### config.mk
export PLATFORM = sky130hd
export DESIGN_NAME = parity_byte_feeder
export DESIGN_NICKNAME = d
export VERILOG_FILES = /design/src/rtl/parity_pkg.sv /design/src/rtl/parity_byte_fifo.sv /design/src/rtl/parity_byte_feeder.sv
export SDC_FILE = /design/constraint.sdc
export NUM_CORES = 1
export LEC_CHECK = 0
export ABC_CLOCK_PERIOD_IN_PS = 2650
export BUFFER_PORTS_ARGS = -buffer_cell sky130_fd_sc_hd__buf_2
export CAP_MARGIN = 40
export CORE_MARGIN = 2
export CORE_UTILIZATION = 58
export DETAILED_ROUTE_END_ITERATION = 7
export MAX_ROUTING_LAYER = met4
export PLACE_DENSITY_LB_ADDON = 0.08
export SYNTH_ARGS = -nofsm -noshare
export SYNTH_HDL_FRONTEND = slang
export SYNTH_SLANG_ARGS = --single-unit
export TNS_END_PERCENT = 100
### constraint.sdc
create_clock -name clk -period 2.65 [get_ports clk]
set_input_delay 0 -clock clk [delete_from_list [all_inputs] [get_ports clk]]
set_output_delay 0 -clock clk [all_outputs]
set_load 0.05 [all_outputs]
### src/rtl/parity_pkg.sv
// Shared constants and types for the parity byte feeder: byte width, dispatch
// FSM encoding and the parity unit's worst-case run length.
package parity_pkg;
  localparam int BYTE_W              = 8;
  localparam int PARITY_WORST_CYCLES = 20;
  // Margin over the worst case so completion is never sampled mid-run.
  localparam int GUARD_DEFAULT       = PARITY_WORST_CYCLES + 4;

  localparam logic [2:0] S_IDLE      = 3'd0;
  localparam logic [2:0] S_LAUNCH    = 3'd1;
  localparam logic [2:0] S_GUARD     = 3'd2;
  localparam logic [2:0] S_WAIT_DONE = 3'd3;
  localparam logic [2:0] S_CAPTURE   = 3'd4;

  typedef enum logic [2:0] {
    ST_IDLE      = S_IDLE,
    ST_LAUNCH    = S_LAUNCH,
    ST_GUARD     = S_GUARD,
    ST_WAIT_DONE = S_WAIT_DONE,
    ST_CAPTURE   = S_CAPTURE
  } state_t;

  typedef struct packed {
    logic              odd;
    logic [BYTE_W-1:0] data;
  } result_t;
endpackage

### src/rtl/parity_byte_fifo.sv
// Circular-buffer FIFO; a push while full is accepted only if a pop frees the
// slot in the same cycle.
module parity_byte_fifo #(
  parameter int DEPTH = 4,
  parameter int WIDTH = 8,
  localparam int AW = $clog2(DEPTH),
  localparam int CW = AW + 1
) (
  input  logic             clk,
  input  logic             rst,
  input  logic             push,
  input  logic [WIDTH-1:0] push_data,
  input  logic             pop,
  output logic [WIDTH-1:0] pop_data,
  output logic             full,
  output logic             empty,
  output logic [CW-1:0]    count
);
  logic [WIDTH-1:0] mem [DEPTH];
  logic [AW-1:0]    wr_ptr, rd_ptr;
  logic             wr_en, rd_en;

  assign full     = (count == CW'(DEPTH));
  assign empty    = (count == '0);
  assign rd_en    = pop && !empty;
  assign wr_en    = push && (!full || rd_en);
  assign pop_data = mem[rd_ptr];

  always_ff @(posedge clk or posedge rst) begin
    if (rst) begin
      wr_ptr <= '0;
      rd_ptr <= '0;
      count  <= '0;
    end else begin
      if (wr_en) wr_ptr <= wr_ptr + 1'b1;
      if (rd_en) rd_ptr <= rd_ptr + 1'b1;
      case ({wr_en, rd_en})
        2'b10:   count <= count + 1'b1;
        2'b01:   count <= count - 1'b1;
        default: count <= count;
      endcase
    end
  end

  always_ff @(posedge clk) begin
    if (wr_en) mem[wr_ptr] <= push_data;
  end
endmodule

### src/rtl/parity_byte_feeder.sv
// Deserialises an LSB-first bit stream into bytes, buffers them, and feeds
// them one at a time to the parity unit, re-publishing each verdict.
module parity_byte_feeder
  import parity_pkg::*;
#(
  parameter int FIFO_DEPTH   = 4,
  parameter int GUARD_CYCLES = GUARD_DEFAULT,
  localparam int CW = $clog2(FIFO_DEPTH) + 1
) (
  input  logic              clk,
  input  logic              rst,
  input  logic              ser_in,
  input  logic              ser_valid,
  output logic [BYTE_W-1:0] par_data,
  output logic              par_start,
  input  logic              par_busy,
  input  logic              par_even,
  input  logic              par_odd,
  output logic              res_valid,
  output logic [BYTE_W-1:0] res_byte,
  output logic              res_odd,
  output logic [CW-1:0]     fifo_count,
  output logic              overflow
);
  logic [2:0]        bit_cnt;
  logic [6:0]        shreg;
  logic              byte_done;
  logic [BYTE_W-1:0] byte_data, head;
  logic              pop, full, empty;
  state_t            state, state_nxt;
  logic [7:0]        guard_cnt;
  result_t           res;

  // Earlier bits shift down so that on the 8th bit shreg holds bits 0..6.
  assign byte_done = ser_valid && (bit_cnt == 3'd7);
  assign byte_data = {ser_in, shreg};

  always_ff @(posedge clk or posedge rst) begin
    if (rst) begin
      bit_cnt  <= '0;
      shreg    <= '0;
      overflow <= 1'b0;
    end else begin
      if (ser_valid) begin
        bit_cnt <= bit_cnt + 3'd1;
        shreg   <= {ser_in, shreg[6:1]};
      end
      if (byte_done && full && !pop) overflow <= 1'b1;
    end
  end

  parity_byte_fifo #(.DEPTH(FIFO_DEPTH), .WIDTH(BYTE_W)) u_fifo (
    .clk       (clk),
    .rst       (rst),
    .push      (byte_done),
    .push_data (byte_data),
    .pop       (pop),
    .pop_data  (head),
    .full      (full),
    .empty     (empty),
    .count     (fifo_count)
  );

  always_comb begin
    state_nxt = state;
    pop       = 1'b0;
    par_start = 1'b0;
    res_valid = 1'b0;
    case (state)
      ST_IDLE: if (!empty) begin
        pop       = 1'b1;
        state_nxt = ST_LAUNCH;
      end
      ST_LAUNCH: begin
        par_start = 1'b1;
        state_nxt = ST_GUARD;
      end
      ST_GUARD:     if (guard_cnt == '0) state_nxt = ST_WAIT_DONE;
      // Conflicting or absent verdicts mean the unit has not settled.
      ST_WAIT_DONE: if (!par_busy && (par_even ^ par_odd)) state_nxt = ST_CAPTURE;
      ST_CAPTURE: begin
        res_valid = 1'b1;
        state_nxt = ST_IDLE;
      end
      default: state_nxt = ST_IDLE;
    endcase
  end

  always_ff @(posedge clk or posedge rst) begin
    if (rst) begin
      state     <= ST_IDLE;
      guard_cnt <= '0;
      par_data  <= '0;
      res       <= '0;
    end else begin
      state <= state_nxt;
      if (pop) par_data <= head;
      if (state == ST_LAUNCH) guard_cnt <= 8'(GUARD_CYCLES - 1);
      else if (state == ST_GUARD && guard_cnt != '0) guard_cnt <= guard_cnt - 8'd1;
      if (state == ST_WAIT_DONE && state_nxt == ST_CAPTURE) begin
        res.odd  <= par_odd;
        res.data <= par_data;
      end
    end
  end

  assign res_byte = res.data;
  assign res_odd  = res.odd;
endmodule
==> results.py, run 1 <==
metrics = {
    "outcome": {
        "status": "completed",
    },
    "clocking": {
        "cts_sinks": 78,
        "cts_tree": "built",
        "clkLatencyLatePin_ps": 340,
        "clk_path_buf_depth": 2,
        "ctsHoldBuffers": 3,
        "path_clk_slew_ps": 80,
        "htreeDepth": 3,
        "cts-resized-gates": 0,
        "cts_buffers": 9,
        "cts_setup_buffers": 0,
        "cts_root_buf": "clkbuf_8",
    },
    "sta": {
        "tightest_slew_ps": 568,
        "drv_slew": 0,
        "fin_crit_ps": 2320,
        "setup-tns-final_ps": 0,
        "rsz0062_at_grt": "no",
        "hold_viol": 0,
        "fin_skew_ps": 7.43,
        "fmax_ghz": 0.431,
        "holdWs_ps": 61.4,
        "post-route-period-util_pct": 87.5,
        "relSlewSlack_pct": 62.2,
        "setup_viol": 0,
    },
    "logic_synthesis": {
        "yosysSeqAreaShare_pct": 63.7,
        "ys_ff_latch": 78,
        "synthTopCellsByArea": "dfrtp_1 (35%), edfxtp_1 (29%), mux2_2 (8.8%)",
        "synthFlopType": "dfrtp_1",
        "synth_largest_area_cell": "dfrtp_1",
        "synth.cell_area_mm2": 0.00331,
        "avgSynthCellArea_um2": 15.8,
        "yosys_warnings": 0,
        "synthesis.instances": 210,
        "synth_cell_types": 44,
        "synth_edf_count": 32,
        "synth_top_area_share_pct": 34.7,
        "synth_nets": 226,
        "async_flop_share_pct": 59.0,
    },
    "setup_path": {
        "crit_fanout": 8,
        "crit_path_start_kind": "register",
        "cp.arrival_ps": 2580,
        "critPathKind": "register to register",
        "critPathCaptureType": "register",
        "worst_ep_required_time_ps": 2910,
    },
    "global_routing": {
        "grt-ovfl-total": 0,
        "grt_pass1_wl_um": 9050,
        "grt_start_max_net_pins": 39,
        "grt_usage_pct": 19.9,
        "antenna_found_initial": 0,
        "grt_pass1_vias": 1808,
    },
    "routing": {
        "vias_per_cell": 5.68,
        "vias": 1840,
        "routed-wl-met3_um": 221,
        "ant_nets": 0,
        "routed.top_layer": "met4",
        "drt-met1-wl_um": 2410,
        "route.detailed.drc": 0,
        "routed_wl_um": 5490,
        "first_pass_iters": 4,
        "wl_met2_um": 2790,
        "drtIter0Drc": 88,
        "wl_per_cell_um": 17.0,
    },
    "floorplan": {
        "die_h_um": 79.6,
        "rows": 27,
        "start_util_pct": 60.2,
        "coreArea_mm2": 0.00551,
        "die_w_um": 79.6,
        "die-area_mm2": 0.00633,
        "pin_count": 30,
    },
    "hold_path": {
        "min_path_type": "input pin to register",
    },
    "cells_and_area": {
        "final_cell_area_mm2": 0.00376,
        "fin_util_pct": 68.2,
        "layout-drive-gt1-share_pct": 36.5,
        "fillerInstances": 373,
        "diodes": 0,
        "nNetsFinal": 263,
        "area_growth_pct": 13.4,
    },
    "power": {
        "peakVddDrop_v": 0.000659,
        "leakagePower_nw": 1.55,
        "powerDensity_mw_per_mm2": 1260,
    },
    "place": {
        "gp_congestion": 0.782,
        "hpwlAfterDp_um": 3800,
        "placedInstanceArea_mm2": 0.00351,
        "port_buffers": 29,
    },
    "job": {
        "drv_cap": 0,
    },
}
## cells in the final DEF (no fill, tap or decap), types with 2 or more instances in the layout
cell	count
dfrtp_1	46
edfxtp_1	32
buf_2	29
mux2_2	26
nand2_1	11
nor2_1	10
inv_1	9
clkbuf_8	9
mux4_2	8
ha_1	8
xor2_1	5
and2_1	5
xnor2_1	4
nand3_1	4
a31oi_1	3
dlygate4sd3_1	3
nor3_1	2
mux2i_1	2
a31o_2	2
bufinv_16	2
clkbuf_1	2
clkinvlp_4	2
## worst max-delay path, stage by stage (launching register included)
cell	delay, ps
dfrtp_1	510
nor3_1	140
nor4b_2	330
nor2_2	140
inv_1	70
ha_1	170
inv_1	70
fa_1	380
xor2_1	150
nor2_1	120
xor2_1	150
## metal layers
layer / up-vias / global-route usage [%]
met5: - / -
met4: 0 / 7.76
met3: 7 / 3.85
met2: 65 / 31.6
met1: 927 / 25.8
li1: 841 / -
## path summary, 6_finish.rpt
path	startpoint	endpoint	slack (ps)	cells after the start
max in group asynchronous	rst	res_byte[0]	2070	4
setup reg to reg	state[0]	u_fifo.count[2]	330	10
setup / recovery	state[0]	u_fifo.count[2]	330	10
hold reg to reg	overflow	overflow	460	1
min in group asynchronous	rst	shreg[1]	120	3
hold / removal	ser_valid	bit_cnt[0]	60	2
## logic make-up after synthesis
group,synth area share (%)
compound gates,2.91
xor+xnor,2.38
fa+ha+maj,3.63
buf+inv,3.10
flops,63.7
mux,15.3
simple gates,8.91
## registers in the layout, summed over array words and instances (netlist names), 3 cells and up
name          flops
res_byte          8
u_fifo.count      3
state             3
par_data          8
u_fifo.mem       32
bit_cnt           3
shreg             7
guard_cnt         8
## synthesized netlist by cell type (2+ instances only)
cell      instances
dfrtp_1          46
edfxtp_1         32
mux2_2           26
nand2_1          11
inv_1            10
nor2_1           10
ha_1              8
mux4_2            8
and2_1            5
xor2_1            5
buf_6             4
nand3_1           4
xnor2_1           4
a31oi_1           3
a31o_2            2
buf_1             2
mux2i_1           2
nor3_1            2
## metrics by stage
step | instances | setup WS [ps] | total power [mW]
after floorplan | 210 | 441 | 3.44
final | 324 | 331 | 4.72
after CTS | 324 | 306 | 4.76
after global placement | 304 | 469 | 3.71
after global routing | 324 | 154 | 5.00
after detailed placement | 305 | 317 | 3.81
## final cells by class
| class | count | area (µm²) | area share, % |
|---|---|---|---|
| tap | 72 | 90.1 | 2.40 |
| inverter | 10 | 37.5 | 0.999 |
| sequential | 78 | 2110 | 56.2 |
| multi-input combinational | 114 | 1100 | 29.2 |
| clock buffer | 11 | 131 | 3.50 |
| clock inverter | 5 | 83.8 | 2.23 |
| timing repair buffer | 34 | 203 | 5.40 |
## where the power goes
part | switching [mW] | internal, mW | leakage, nW
Clock | 0.416 | 0.533 | 0.0998
Combinational | 1.09 | 0.685 | 0.609
Sequential | 0.367 | 1.63 | 0.839
Note: power is estimated with default switching activity, not from simulation.
==> run 2, diff against run 1 <==
--- a/config.mk
+++ b/config.mk
@@ -9,10 +9,12 @@
 export BUFFER_PORTS_ARGS = -buffer_cell sky130_fd_sc_hd__buf_2
 export CAP_MARGIN = 40
 export CORE_MARGIN = 2
-export CORE_UTILIZATION = 58
+export CORE_UTILIZATION = 55
+export CTS_BUF_LIST = sky130_fd_sc_hd__clkbuf_2
 export DETAILED_ROUTE_END_ITERATION = 7
 export MAX_ROUTING_LAYER = met4
 export PLACE_DENSITY_LB_ADDON = 0.08
+export SETUP_SLACK_MARGIN = 0.05
 export SYNTH_ARGS = -nofsm -noshare
 export SYNTH_HDL_FRONTEND = slang
 export SYNTH_SLANG_ARGS = --single-unit
==> results.py, run 2 (synthesis results as in run 1) <==
metrics = {
    "outcome": {
        "status": "completed",
    },
    "cells_and_area": {
        "regMostFlops": "u_fifo.mem",
        "final_common_cell": "dfrtp_1",
        "diodes": 0,
        "fillerInstances": 467,
        "seq_area_mm2": 0.00211,
        "multiInputGateArea_mm2": 0.00110,
        "nNetsFinal": 266,
        "area_growth_pct": 11.7,
        "layout_common_cells": "dfrtp_1 (46), edfxtp_1 (32), buf_2 (29)",
        "largest_register_ffs": 32,
        "layout-drive-gt1-share_pct": 36.1,
    },
    "setup_path": {
        "cp.arrival_ps": 2760,
        "worst_ep_required_time_ps": 3060,
        "reg2reg_to": "u_fifo.count[2]",
        "ff2ff_setup_slack_ps": 300,
        "r2r_cells": 10,
        "crit_path_start_kind": "register",
        "crit_fanout": 8,
        "worstReg2RegStart": "state[0]",
        "critPathCaptureType": "register",
        "critPathKind": "register to register",
    },
    "routing": {
        "vias_per_cell": 5.42,
        "drtIter0Drc": 70,
        "routed_wl_um": 5250,
        "ant_nets": 0,
        "first_pass_iters": 4,
        "route.detailed.drc": 0,
        "vias": 1789,
        "wl_per_cell_um": 15.9,
    },
    "sta": {
        "fin_crit_ps": 2350,
        "drv_slew": 0,
        "setup-tns-final_ps": 0,
        "worst_slack_ps": 300,
        "relSlewSlack_pct": 45.6,
        "fin_skew_ps": 33.3,
        "setup_viol": 0,
        "rsz0062_at_grt": "no",
        "fmax_ghz": 0.426,
        "tightest_slew_ps": 811,
        "hold_viol": 0,
        "post-route-period-util_pct": 88.7,
    },
    "clocking": {
        "cts_setup_buffers": 0,
        "cts_buffers": 9,
        "cts_root_buf": "clkbuf_2",
        "clkLatencyLatePin_ps": 500,
        "cts-resized-gates": 0,
        "htreeDepth": 3,
        "clk_path_buf_depth": 2,
        "cts_sinks": 78,
        "ctsHoldBuffers": 6,
        "path_clk_slew_ps": 200,
        "cts_tree": "built",
    },
    "floorplan": {
        "coreArea_mm2": 0.00589,
        "pin_count": 30,
        "die_h_um": 81.6,
        "die_w_um": 81.6,
        "start_util_pct": 56.3,
        "rows": 28,
        "die-area_mm2": 0.00666,
    },
    "power": {
        "power_frac_seq_pct": 44.6,
        "p_sw_share_pct": 41.1,
        "power.share.clock_pct": 15.8,
        "p_comb_share_pct": 39.6,
        "p_int_mw": 2.63,
        "powerDensity_mw_per_mm2": 1200,
        "switching_power_mw": 1.83,
        "peakVddDrop_v": 0.000710,
        "leakagePower_nw": 1.53,
    },
    "place": {
        "pre_cts_ws_ps": 332,
        "port_buffers": 29,
        "gp_congestion": 0.765,
        "hpwlAfterDp_um": 3650,
    },
    "hold_path": {
        "min_path_type": "input pin to async pin",
    },
    "global_routing": {
        "grt_usage_pct": 18.5,
        "grt-ovfl-total": 0,
        "antenna_found_initial": 0,
        "grt_pass1_wl_um": 8630,
        "grt_start_max_net_pins": 25,
        "grt_pass1_vias": 1802,
    },
    "job": {
        "drv_cap": 0,
    },
}
[run 2: cell types whose count changed in the layout (fill, tap and decap cells not counted)]
cell / before / now
dlygate4sd3_1: 3 / 6
buf_12: 1 / 0
clkbuf_2: 0 / 10
clkinv_1: 0 / 2
inv_2: 1 / 0
clkbuf_8: 9 / 0
buf_4: 1 / 2
clkbuf_1: 2 / 0
[run 2: routing by layer]
layer / vias up / track usage (%) / routed length (µm)
met1: 900 / 22.8 / 2200
met2: 34 / 29.5 / 2790
met4: 0 / 9.50 / 100
met3: 11 / 3.30 / 167
met5: - / - / 0
li1: 844 / - / -
[run 2: area by class of cell]
cell class	instances	area share, %
tap	75	2.54
timing repair buffer	37	5.95
multi-input combinational	114	29.7
clock inverter	6	2.37
sequential	78	57.1
clock buffer	10	1.35
inverter	10	1.01
[run 2: how the worst max path moves through the flow]
| stage | startpoint | endpoint | slack (ps) | cells past startpoint |
|---|---|---|---|---|
| 3_5_place_dp | state[0] | u_fifo.count[2] | 330 | 10 |
| 2_1_floorplan | u_fifo.count[2] | u_fifo.count[2] | 440 | 9 |
| 3_3_place_gp | state[0] | u_fifo.count[2] | 480 | 10 |
| 5_1_grt | state[0] | u_fifo.count[2] | 100 | 10 |
| 6_report | state[0] | u_fifo.count[2] | 300 | 10 |
| 4_1_cts | state[0] | u_fifo.count[2] | 250 | 10 |
[run 2: critical path, stage by stage (launching register included)]
cell     delay, ps
dfrtp_1        560
nor3_1         160
nor4b_2        320
nor2_2         150
inv_1           80
ha_1           170
inv_1           60
fa_1           370
xor2_1         150
nor2_1         110
xor2_1         160
[run 2: per-stage QoR]
step                util (%)  power (mW)  cell area (µm²)  cells  hold slack [ps]
global route            62.9        4.75             3700    330             97.9
CTS                     62.9        4.52             3700    330             51.8
global placement        59.5        3.70             3500    308             74.0
finish                  62.9        4.46             3700    330             82.7
detailed placement      59.5        3.80             3500    308             92.5
floorplan                  -        3.44             3310    210             98.9
[run 2: power groups by stage]
stage          Combinational (mW)  Sequential, mW  Clock [mW]
2_1_floorplan                1.01            2.43           0
3_3_place_gp                 1.72            1.98           0
6_report                     1.76            1.99       0.704
3_5_place_dp                 1.78            2.02           0
5_1_grt                      1.92            2.05       0.777
4_1_cts                      1.79            1.99       0.731
==> run 3, diff against run 2 <==
--- a/config.mk
+++ b/config.mk
@@ -13,9 +13,8 @@
 export CTS_BUF_LIST = sky130_fd_sc_hd__clkbuf_2
 export DETAILED_ROUTE_END_ITERATION = 7
 export MAX_ROUTING_LAYER = met4
-export PLACE_DENSITY_LB_ADDON = 0.08
+export PLACE_DENSITY = 0.75
 export SETUP_SLACK_MARGIN = 0.05
 export SYNTH_ARGS = -nofsm -noshare
 export SYNTH_HDL_FRONTEND = slang
 export SYNTH_SLANG_ARGS = --single-unit
-export TNS_END_PERCENT = 100
==> results.py, run 3 (synthesis results as in run 1) <==
metrics = {
    "outcome": {
        "status": "completed",
    },
    "routing": {
        "vias_per_cell": 5.29,
        "route.detailed.drc": 0,
        "first_pass_iters": 4,
        "ant_nets": 0,
        "routed_wl_um": 5300,
        "vias": 1751,
        "drtIter0Drc": 108,
        "wl_per_cell_um": 16.0,
    },
    "floorplan": {
        "die-area_mm2": 0.00666,
        "coreArea_mm2": 0.00589,
        "pin_count": 30,
        "rows": 28,
        "die_h_um": 81.6,
        "die_w_um": 81.6,
        "start_util_pct": 56.3,
    },
    "place": {
        "gp_congestion": 0.728,
        "pre_cts_ws_ps": 303,
        "port_buffers": 29,
        "hpwlAfterDp_um": 3630,
    },
    "sta": {
        "fin_crit_ps": 2350,
        "fmax_ghz": 0.425,
        "hold_viol": 0,
        "tightest_slew_ps": 571,
        "setup-tns-final_ps": 0,
        "holdWs_ps": 155,
        "post-route-period-util_pct": 88.7,
        "relSlewSlack_pct": 61.9,
        "fin_skew_ps": 29.1,
        "drv_slew": 0,
        "worst_slack_ps": 299,
        "setup_viol": 0,
        "rsz0062_at_grt": "no",
    },
    "clocking": {
        "cts_buffers": 9,
        "cts_root_buf": "clkbuf_2",
        "cts_tree": "built",
        "clk_path_buf_depth": 2,
        "clkLatencyLatePin_ps": 530,
        "htreeDepth": 3,
        "path_clk_slew_ps": 210,
        "cts_sinks": 78,
    },
    "power": {
        "leakagePower_nw": 1.54,
        "peakVddDrop_v": 0.000760,
        "finalPower_mw": 4.41,
        "powerDensity_mw_per_mm2": 1190,
    },
    "global_routing": {
        "grt_start_max_net_pins": 34,
        "grt_pass1_wl_um": 8230,
        "grt_pass1_vias": 1708,
        "grt_usage_pct": 17.8,
        "grt-ovfl-total": 0,
        "antenna_found_initial": 0,
    },
    "setup_path": {
        "worst_ep_required_time_ps": 3120,
        "crit_path_start_kind": "register",
        "cp.arrival_ps": 2820,
        "ff2ff_setup_slack_ps": 300,
        "critPathKind": "register to register",
        "critPathCaptureType": "register",
        "crit_fanout": 8,
    },
    "cells_and_area": {
        "final_common_cell": "dfrtp_1",
        "regMostFlops": "u_fifo.mem",
        "layout_common_cells": "dfrtp_1 (46), edfxtp_1 (32), buf_2 (29)",
        "largest_register_ffs": 32,
        "diodes": 0,
        "nNetsFinal": 267,
        "layout-drive-gt1-share_pct": 36.7,
        "area_growth_pct": 11.8,
    },
    "job": {
        "drv_cap": 0,
    },
    "hold_path": {
        "min_path_type": "input pin to register",
    },
}
run 3: cell types whose count changed in the layout (fill, tap and decap cells not counted):
cell	before	now
clkinv_1	2	0
clkinv_2	0	2
buf_12	0	1
buf_4	2	1
bufinv_16	2	1
clkbuf_2	10	9
clkinv_4	1	2
clkinvlp_4	2	1
dlygate4sd3_1	6	7
inv_2	0	1
inv_6	0	1
run 3: worst paths after layout:
| path | from | to | depth (start not counted) |
|---|---|---|---|
| min in group asynchronous | rst | bit_cnt[2] | 4 |
| worst min-delay path | par_even | state[2] | 4 |
| worst max-delay path | state[0] | u_fifo.count[2] | 10 |
| worst min register to register | bit_cnt[0] | bit_cnt[0] | 1 |
| max in group asynchronous | rst | res_byte[2] | 5 |
| worst max register to register | state[0] | u_fifo.count[2] | 10 |
run 3: worst max-delay path: stages, from the launching register on:
cell and delay [ps]:
dfrtp_1 560, nor3_1 140, nor4b_2 350, nor2_2 150
inv_1 80, ha_1 170, inv_1 60, fa_1 370
xor2_1 150, nor2_1 110, xor2_1 170
run 3: layout make-up:
| type | count | area, µm² |
|---|---|---|
| clock buffers | 9 | 45.0 |
| flip-flops and latches | 78 | 2110 |
| clock inverters | 7 | 73.8 |
| repair buffers | 38 | 243 |
| fillers | 430 | 2180 |
| inverters | 10 | 37.5 |
| well taps | 75 | 93.8 |
| multi-input cells | 114 | 1100 |
run 3: per-stage QoR:
step / area, µm² / utilization (%) / std cells
5_1_grt: 3700 / 62.9 / 331
2_1_floorplan: 3310 / - / 210
3_5_place_dp: 3510 / 59.7 / 308
3_3_place_gp: 3490 / 59.4 / 307
4_1_cts: 3700 / 62.9 / 331
6_report: 3700 / 62.9 / 331
run 3: power breakdown:
| group | internal (mW) | switching [mW] | total, mW | leakage (nW) |
|---|---|---|---|---|
| combinational | 0.690 | 1.09 | 1.78 | 0.624 |
| sequential | 1.62 | 0.360 | 1.98 | 0.839 |
| clock | 0.221 | 0.428 | 0.649 | 0.0723 |
run 3: metal layers:
metal / vias up / GRT usage, % / part of all wire [%]
li1: 854 / - / -
met1: 853 / 22.7 / 47
met2: 33 / 26.7 / 47
met3: 11 / 3.63 / 3.6
met4: 0 / 10.0 / 2.5
met5: - / - / 0
run 3: timing repair:
item / 4_1_cts / 5_1_grt
buffers inserted: 0 / 0
endpoints found under the hold margin: 65 / 0
hold buffers: 7 / 0
gates resized for setup: 0 / 0
